`src/rtl/alu_pipe.sv`:
```
// alu_pipe: two-stage pipelined ALU with valid/ready handshake on both sides.
//   S1 registers the operands and opcode; S2 computes and registers result,
//   flags and illegal. Both stages advance together whenever the output slot
//   is empty or being drained (adv), so in_ready is purely a function of the
//   output side.
//
// Ports
//   clk, rst_n            clock, asynchronous active-low reset
//   in_valid / in_ready   operand handshake (in_ready == adv)
//   a, b [WIDTH]          operands
//   op [3]                0 ADD, 1 SUB, 2 AND, 3 OR, 4 XOR, 5 SHL1, 6 SHR1, 7 ADDS
//   out_valid / out_ready result handshake
//   result [WIDTH]        registered result
//   flags [4]             registered {ovf, neg, zero, carry}
//   illegal               registered; result came from a disabled opcode
//
// Configuration
//   ALU_PIPE_SAT_EN       when defined, op 7 is an unsigned saturating add;
//                         otherwise op 7 yields zero result and raises illegal.
module alu_pipe #(
  parameter int WIDTH = 8
) (
  input  logic             clk,
  input  logic             rst_n,
  input  logic             in_valid,
  output logic             in_ready,
  input  logic [WIDTH-1:0] a,
  input  logic [WIDTH-1:0] b,
  input  logic [2:0]       op,
  output logic             out_valid,
  input  logic             out_ready,
  output logic [WIDTH-1:0] result,
  output logic [3:0]       flags,
  output logic             illegal
);

  localparam int STAGES = 2;
  localparam int MSB    = WIDTH - 1;

  typedef struct packed {
    logic [WIDTH-1:0] a;
    logic [WIDTH-1:0] b;
    logic [2:0]       op;
  } req_t;

  logic [STAGES:1] vld_pipe;  // [1] = S1 valid, [2] = S2 valid (out_valid)
  req_t            s1;
  logic            adv;

  assign adv       = !vld_pipe[STAGES] || out_ready;
  assign in_ready  = adv;
  assign out_valid = vld_pipe[STAGES];

  // S2 next-state logic, computed from the S1 registers.
  logic [WIDTH:0]   sum, dif;
  logic [WIDTH-1:0] nres;
  logic             ncarry, novf, nill;

  always_comb begin
    // One extra bit catches carry-out of the add and borrow of the subtract.
    sum    = {1'b0, s1.a} + {1'b0, s1.b};
    dif    = {1'b0, s1.a} - {1'b0, s1.b};
    nres   = '0;
    ncarry = 1'b0;
    novf   = 1'b0;
    nill   = 1'b0;
    case (s1.op)
      3'd0: begin
        nres   = sum[WIDTH-1:0];
        ncarry = sum[WIDTH];
        // Like-signed operands producing an opposite-signed sum.
        novf   = (s1.a[MSB] == s1.b[MSB]) && (sum[MSB] != s1.a[MSB]);
      end
      3'd1: begin
        nres   = dif[WIDTH-1:0];
        ncarry = dif[WIDTH];  // borrow: set iff a < b unsigned
        // Unlike-signed operands where the difference takes b's sign.
        novf   = (s1.a[MSB] != s1.b[MSB]) && (dif[MSB] != s1.a[MSB]);
      end
      3'd2: nres = s1.a & s1.b;
      3'd3: nres = s1.a | s1.b;
      3'd4: nres = s1.a ^ s1.b;
      3'd5: begin
        nres   = {s1.a[WIDTH-2:0], 1'b0};
        ncarry = s1.a[MSB];
      end
      3'd6: begin
        nres   = {1'b0, s1.a[WIDTH-1:1]};
        ncarry = s1.a[0];
      end
      default: begin
`ifdef ALU_PIPE_SAT_EN
        nres   = sum[WIDTH] ? '1 : sum[WIDTH-1:0];
        ncarry = sum[WIDTH];
`else
        nill   = 1'b1;  // result stays 0, so only the zero flag is raised
`endif
      end
    endcase
  end

  always_ff @(posedge clk or negedge rst_n) begin
    if (!rst_n) begin
      vld_pipe <= '0;
      s1       <= '0;
      result   <= '0;
      flags    <= '0;
      illegal  <= 1'b0;
    end else if (adv) begin
      // Bubbles shift through as invalid slots; they are never collapsed.
      vld_pipe <= {vld_pipe[1], in_valid};
      s1       <= '{a: a, b: b, op: op};
      result   <= nres;
      flags    <= {novf, nres[MSB], (nres == '0), ncarry};
      illegal  <= nill;
    end
  end

endmodule

```
`config.mk`:
```
export PLATFORM = sky130hd
export DESIGN_NAME = alu_pipe
export DESIGN_NICKNAME = d
export VERILOG_FILES = /design/src/rtl/alu_pipe.sv
export SDC_FILE = /design/constraint.sdc
export NUM_CORES = 1
export LEC_CHECK = 0
export BUFFER_PORTS_ARGS = -buffer_cell sky130_fd_sc_hd__buf_4
export CORE_MARGIN = 1.5
export CORE_UTILIZATION = 57
export DETAILED_ROUTE_END_ITERATION = 7
export PLACE_DENSITY = 0.8
export SYNTH_ARGS = -nofsm -noshare
export SYNTH_HDL_FRONTEND = slang
export SYNTH_SLANG_ARGS = --single-unit
```
`constraint.sdc`:
```
create_clock -name clk -period 3.1 [get_ports clk]
set_clock_uncertainty 0.15 [all_clocks]
set_input_delay 0.155 -clock clk [delete_from_list [all_inputs] [get_ports clk]]
set_output_delay 0.155 -clock clk [all_outputs]
set_load 0.05 [all_outputs]
```
==> summary.txt, run 1 <==
Unrepaired setup endpoints after global routing: false
Top-area cell type share of the netlist area: 33.1%
PostCTS Resize Cnt: 0
Clock Tree Root: clkbuf_8
Final min period: 2.72 ns
Synth warnings: 0
Vias per std cell: 5.79
Net switching power: 0.875 mW
Share of layout cells above drive strength 1: 17.8%
Reg2reg setup slack: 0.38 ns
Worst-Margin Slew: 0.458 ns
Pwr Total: 2.09 mW
Die height: 69.1 um
Post-synthesis compound-gate area fraction: 23.6%
Final #Nets: 390
First-pass GRT wire length: 10600 um
Post-synth ARST share: 100%
Clk slew on worst S/H paths: 0.07 ns
Initial antenna violation count: 0
Hold Path Class: in2reg
CTS tree: done
DR pass1 iterations: 4
Top cells by area, synth: dfrtp_1 (33%), ha_1 (12%), nand2_1 (6.0%)
Core ar.: 4090 sq um
Rows: 23
Synth cell types: 57
Post-Route Setup TNS: 0 ns
Fin. max-slew vios: 0
Starting DRT DRC Count: 196
Gpl congestion: 0.943
Leak Pwr: 1.49 nW
Prevailing post-synth register cell: dfrtp_1
Status: finished clean
Final Hold Viols: 0
WP data arrival: 2.78 ns
Tot GR Track Use: 27.1%
Seq cells post-synth: 33
Yosys top cell by area: dfrtp_1
Largest net degree at the start of global routing: 34
Drt total wl: 6080 um
Via count: 2270
Startpoint type of the worst setup path: register
Combinational Power Share: 48.1%
Critical-path maximum fanout: 4
Setup CP Type: reg2reg
Final period util: 87.6%
Starting density of the core: 61.0%
Number of global-route vias before repair: 2277
Syn_area_per_cell: 8.68 sq um
Sw Share: 42.0%
Grt total ovfl: 0
TritonCTS Sinks: 33
PD cells: 666 nW/um^2
Main combinational cell family by area after synthesis: compound AO/OA/AOI/OAI gates
Htree depth: 2
Worst skew pair latency: 0.29 ns
Maximum VDD drop: 0.335 mV
Relative slew slack: 69.5%
Post-synth EDFFs: 0
Multiplexer area fraction after synthesis: 4.92%
XOR/XNOR Fraction of Synth Area: 2.11%
Register area share after synthesis: 33.1%
Most frequent cells in the layout: buf_4 (43), nand2_1 (40), dfrtp_1 (33)
Antenna Nets Post-Route: 0
Die ar.: 4780 sq um
Antenna cells: 0
CTS max path bufs: 2
Clock power share: 23.6%
Port Buf Inserts: 37
I/O pin total: 38
Final setup vio count: 0
DRC violations left: 0
Max cap viols: 0
Sequential share of power: 28.3%
Critical Path RT: 3.16 ns
Syn_nets: 336
Fmax: 368 MHz
Adder-Cell Fraction of Synth Area: 13.7%
Post-DP HPWL: 4270 um
Die Wd: 69.1 um
Most common cell after layout, fill and taps aside: buf_4
Cell Area, Synth: 2490 sq um
Int Power: 1.21 mW
Synthesized-area fraction occupied by and/or/nand/nor cells: 15.3%
CTS buffer count: 5
Synth-to-Final Area Change: 25.6%
Syn Inst Count: 287
CP Capture Type: register
Routed WL per cell: 15.5 um
metal layers:
layer	routed length (um)	GRT usage, %	vias up
met1	2600	33.2	1055
met4	142	12.2	0
li1	-	-	1114
met3	339	5.99	18
met2	2990	45.3	83
met5	0	0	-
power by group through the flow:
stage / logic [mW] / registers, mW / clock network, mW
final: 1.00 / 0.590 / 0.493
after detailed placement: 0.968 / 0.599 / 0
after global routing: 1.09 / 0.605 / 0.518
after global placement: 0.961 / 0.594 / 0
after floorplan: 0.562 / 0.759 / 0
after CTS: 0.994 / 0.590 / 0.498
timing repair:
action	in CTS	in global routing
setup endpoints to repair	0	0
hold buffers	21	0
setup buffers	0	0
endpoints found under the hold margin	53	0
cells by family (layout without fill, tap and decap cells):
group           count (synthesis)  in the layout
compound gates                 86             86
simple gates                   83             83
buf+inv                        41             96
flops                          33             33
fa+ha+maj                      26             26
mux                            12             12
xor+xnor                        6              6
synth_stat cells (5+ instances only):
master	n
dfrtp_1	33
nand2b_1	6
nor2_1	17
xnor2_1	5
mux2i_1	10
inv_1	23
nor3_1	5
o22ai_1	6
a21oi_1	12
clkbuf_1	8
nand2_1	40
ha_1	24
o21ai_0	25
area by class of cell:
cell class | count | area (sq um)
tap | 50 | 62.6
multi-input combinational | 213 | 1480
timing repair buffer | 64 | 533
inverter | 24 | 90.1
clock inverter | 3 | 65.1
sequential | 33 | 826
clock buffer | 5 | 68.8
fill | 288 | 957
worst paths after layout:
kind / start / to / depth (start not counted)
setup / recovery: s1[11] / flags[1] / 10
hold / removal: out_ready / vld_pipe[1] / 5
setup reg to reg: s1[11] / flags[1] / 10
hold reg to reg: vld_pipe[1] / vld_pipe[1] / 2
max in group asynchronous: rst_n / s1[17] / 2
min in group asynchronous: rst_n / s1[14] / 2
sequential cells by signal, indices dropped and copies added (netlist names):
name	count
result	7
flags	4
vld_pipe	2
illegal	1
s1	19
per-stage QoR:
stage          setup slack, ns  area, sq um  instances  util (%)  hold WS, ns
2_1_floorplan            0.699         2490        287         -       -0.291
3_3_place_gp             0.592         2790        363      68.2      -0.0268
3_5_place_dp             0.443         2790        363      68.2      -0.0172
4_1_cts                  0.427         3130        392      76.6        0.132
5_1_grt                  0.245         3130        392      76.6        0.158
6_report                 0.384         3130        392      76.6        0.130
critical path, cell delays in order (launching register included):
cell       delay [ns]
dfrtp_1          0.38
inv_1            0.09
ha_1             0.23
fa_1             0.42
o21bai_1         0.18
a21oi_2          0.11
a221oi_2         0.29
o221ai_2         0.15
nor4_2           0.34
o2111ai_1        0.15
o21ai_1          0.15
Note: power is estimated with default switching activity, not from simulation.
==> run 2, diff against run 1 <==
--- a/config.mk
+++ b/config.mk
@@ -6,7 +6,6 @@
 export NUM_CORES = 1
 export LEC_CHECK = 0
 export BUFFER_PORTS_ARGS = -buffer_cell sky130_fd_sc_hd__buf_4
-export CORE_MARGIN = 1.5
 export CORE_UTILIZATION = 57
 export DETAILED_ROUTE_END_ITERATION = 7
 export PLACE_DENSITY = 0.8
==> summary.txt, run 2 (synthesized netlist as in run 1, its figures left out) <==
Hold slack final: 0.142 ns (was 0.130 ns)
Synth-to-Final Area Change: 23.1% (was 25.6%)
Largest net degree at the start of global routing: 52 (was 34)
Post-CTS setup buffer count: 0 (unchanged)
Hold Path Origin: out_ready (unchanged)
Clk slew on worst S/H paths: 0.07 ns (about the same)
Startpoint type of the worst setup path: register (unchanged)
Unrepaired setup endpoints after global routing: false (unchanged)
Reg-to-Reg Start: s1[11] (unchanged)
Share of layout cells above drive strength 1: 17.4% (was 17.8%)
CP top delay family: compound AO/OA/AOI/OAI gates (unchanged)
Initial antenna violation count: 0 (unchanged)
Status: finished clean (unchanged)
CTS max path bufs: 2 (unchanged)
Critical Path RT: 3.17 ns (was 3.16 ns)
Leak Pwr: 1.45 nW (was 1.49 nW)
Hold Buf Count CTS: 21 (unchanged)
Starting DRT DRC Count: 192 (was 196)
Htree depth: 2 (unchanged)
Reg2reg setup slack: 0.44 ns (was 0.38 ns)
WP data arrival: 2.73 ns (was 2.78 ns)
Worst-Margin Slew: 0.604 ns (was 0.458 ns)
Fin. max-slew vios: 0 (unchanged)
R2R depth: 10 (unchanged)
TritonCTS Sinks: 33 (unchanged)
Die Wd: 68.1 um (was 69.1 um)
Die height: 68.1 um (was 69.1 um)
Gpl congestion: 0.941 (was 0.943)
Final setup vio count: 0 (unchanged)
Worst path bufs/invs: 1 (unchanged)
Worst skew pair latency: 0.29 ns (about the same)
Top flop regs: s1: 19 flops, result: 7 flops, flags: 4 flops (unchanged)
Maximum VDD drop: 0.364 mV (was 0.335 mV)
Final period util: 85.8% (was 87.6%)
CP max-delay cell: fa_1 (unchanged)
Final Hold Viols: 0 (unchanged)
Number of global-route vias before repair: 2196 (was 2277)
Fmax: 376 MHz (was 368 MHz)
Final #Nets: 388 (was 390)
Clock power share: 17.2% (was 23.6%)
PD cells: 631 nW/um^2 (was 666 nW/um^2)
Most frequent cells in the layout: buf_4 (41), nand2_1 (40), dfrtp_1 (33) (was buf_4 (43), nand2_1 (40), dfrtp_1 (33))
DRC violations left: 0 (unchanged)
Die ar.: 4640 sq um (was 4780 sq um)
Vias per std cell: 5.91 (was 5.79)
Setup CP Type: reg2reg (unchanged)
I/O pin total: 38 (unchanged)
Antenna Nets Post-Route: 0 (unchanged)
Max reg flops: 19 (unchanged)
CTS buffer count: 5 (unchanged)
Core ar.: 4090 sq um (unchanged)
Net switching power: 0.894 mW (was 0.875 mW)
R2R Path End: flags[1] (unchanged)
Via count: 2306 (was 2270)
Hold Path Depth: 5 (unchanged)
Most common cell after layout, fill and taps aside: buf_4 (unchanged)
Combinational Power Share: 51.7% (was 48.1%)
Grt total ovfl: 0 (unchanged)
Drt total wl: 6360 um (was 6080 um)
Critical-path maximum fanout: 4 (unchanged)
Hold Path Class: in2reg (unchanged)
Register bank with the most flops: s1 (unchanged)
Routed WL per cell: 16.3 um (was 15.5 um)
Clock Tree Root: clkbuf_8 (unchanged)
CTS tree: done (unchanged)
Port Buf Inserts: 37 (unchanged)
Post-Route Setup TNS: 0 ns (unchanged)
DR pass1 iterations: 5 (was 4)
First-pass GRT wire length: 10300 um (was 10600 um)
Tot GR Track Use: 30.3% (was 27.1%)
Rows: 23 (unchanged)
CP max stage delay: 0.41 ns (was 0.42 ns)
CP Capture Type: register (unchanged)
Starting density of the core: 61.0% (unchanged)
Post-DP HPWL: 4360 um (was 4270 um)
Final min period: 2.66 ns (was 2.72 ns)
Int Power: 1.04 mW (was 1.21 mW)
CP Cell Sequence: inv_1, ha_1, fa_1, o21bai_1, a21oi_2, a221oi_2, o221ai_2, nor4_2, o2111ai_1, o21ai_1 (unchanged)
Antenna cells: 0 (unchanged)
Sw Share: 46.2% (was 42.0%)
Sequential share of power: 31.1% (was 28.3%)
PostCTS Resize Cnt: 0 (unchanged)
Relative slew slack: 59.7% (was 69.5%)
Max cap viols: 0 (unchanged)
Hold EP: s1[0] (was vld_pipe[1])
[run 2: cell count changes in the layout (fill, tap and decap cells not counted)]
cell and delta:
clkinv_2 +1, clkinvlp_4 +1, buf_4 -2, bufinv_16 -2
[run 2: layout make-up]
class / count / area, sq um
clock buffers: 5 / 68.8
fillers: 309 / 1020
inverters: 24 / 90.1
clock inverters: 3 / 17.5
well taps: 50 / 62.6
multi-input cells: 213 / 1480
repair buffers: 62 / 518
flip-flops and latches: 33 / 826
[run 2: how the worst max path moves through the flow]
stage | from | end | slack, ns | cells after the start
after floorplan | s1[11] | flags[1] | 0.70 | 10
after global placement | s1[11] | flags[1] | 0.60 | 10
after detailed placement | s1[11] | flags[1] | 0.47 | 10
after CTS | s1[11] | flags[1] | 0.45 | 10
after global routing | s1[11] | flags[1] | 0.18 | 10
final | s1[11] | flags[1] | 0.44 | 10
[run 2: stage by stage]
stage / cells / power, mW / cell area [sq um] / utilization, % / worst slack [ns]
6_report: 390 / 1.94 / 3070 / 75.0 / 0.440
5_1_grt: 390 / 2.04 / 3070 / 75.0 / 0.184
4_1_cts: 390 / 1.92 / 3070 / 75.0 / 0.447
3_5_place_dp: 361 / 1.57 / 2770 / 67.8 / 0.466
3_3_place_gp: 361 / 1.55 / 2770 / 67.8 / 0.602
2_1_floorplan: 287 / 1.32 / 2490 / - / 0.699
[run 2: worst min-delay path, stage by stage]
cell and delay [ns]:
buf_4 0.07, nor2b_1 0.03, buf_4 0.17, nand2_1 0.07, nand2_1 0.04
[run 2: power groups by stage]
| stage | Clock, mW | Sequential (mW) | Combinational [mW] |
|---|---|---|---|
| after detailed placement | 0 | 0.609 | 0.962 |
| final | 0.333 | 0.602 | 1.00 |
| after global placement | 0 | 0.604 | 0.945 |
| after floorplan | 0 | 0.759 | 0.562 |
| after CTS | 0.336 | 0.600 | 0.987 |
| after global routing | 0.352 | 0.614 | 1.08 |
[run 2: routing by layer]
metal	wire length, um	up-vias	GRT usage (%)
met5	0	-	0
met4	109	0	12.8
met3	405	10	6.83
met2	3170	99	50.7
met1	2670	1091	37.1
li1	-	1106	-
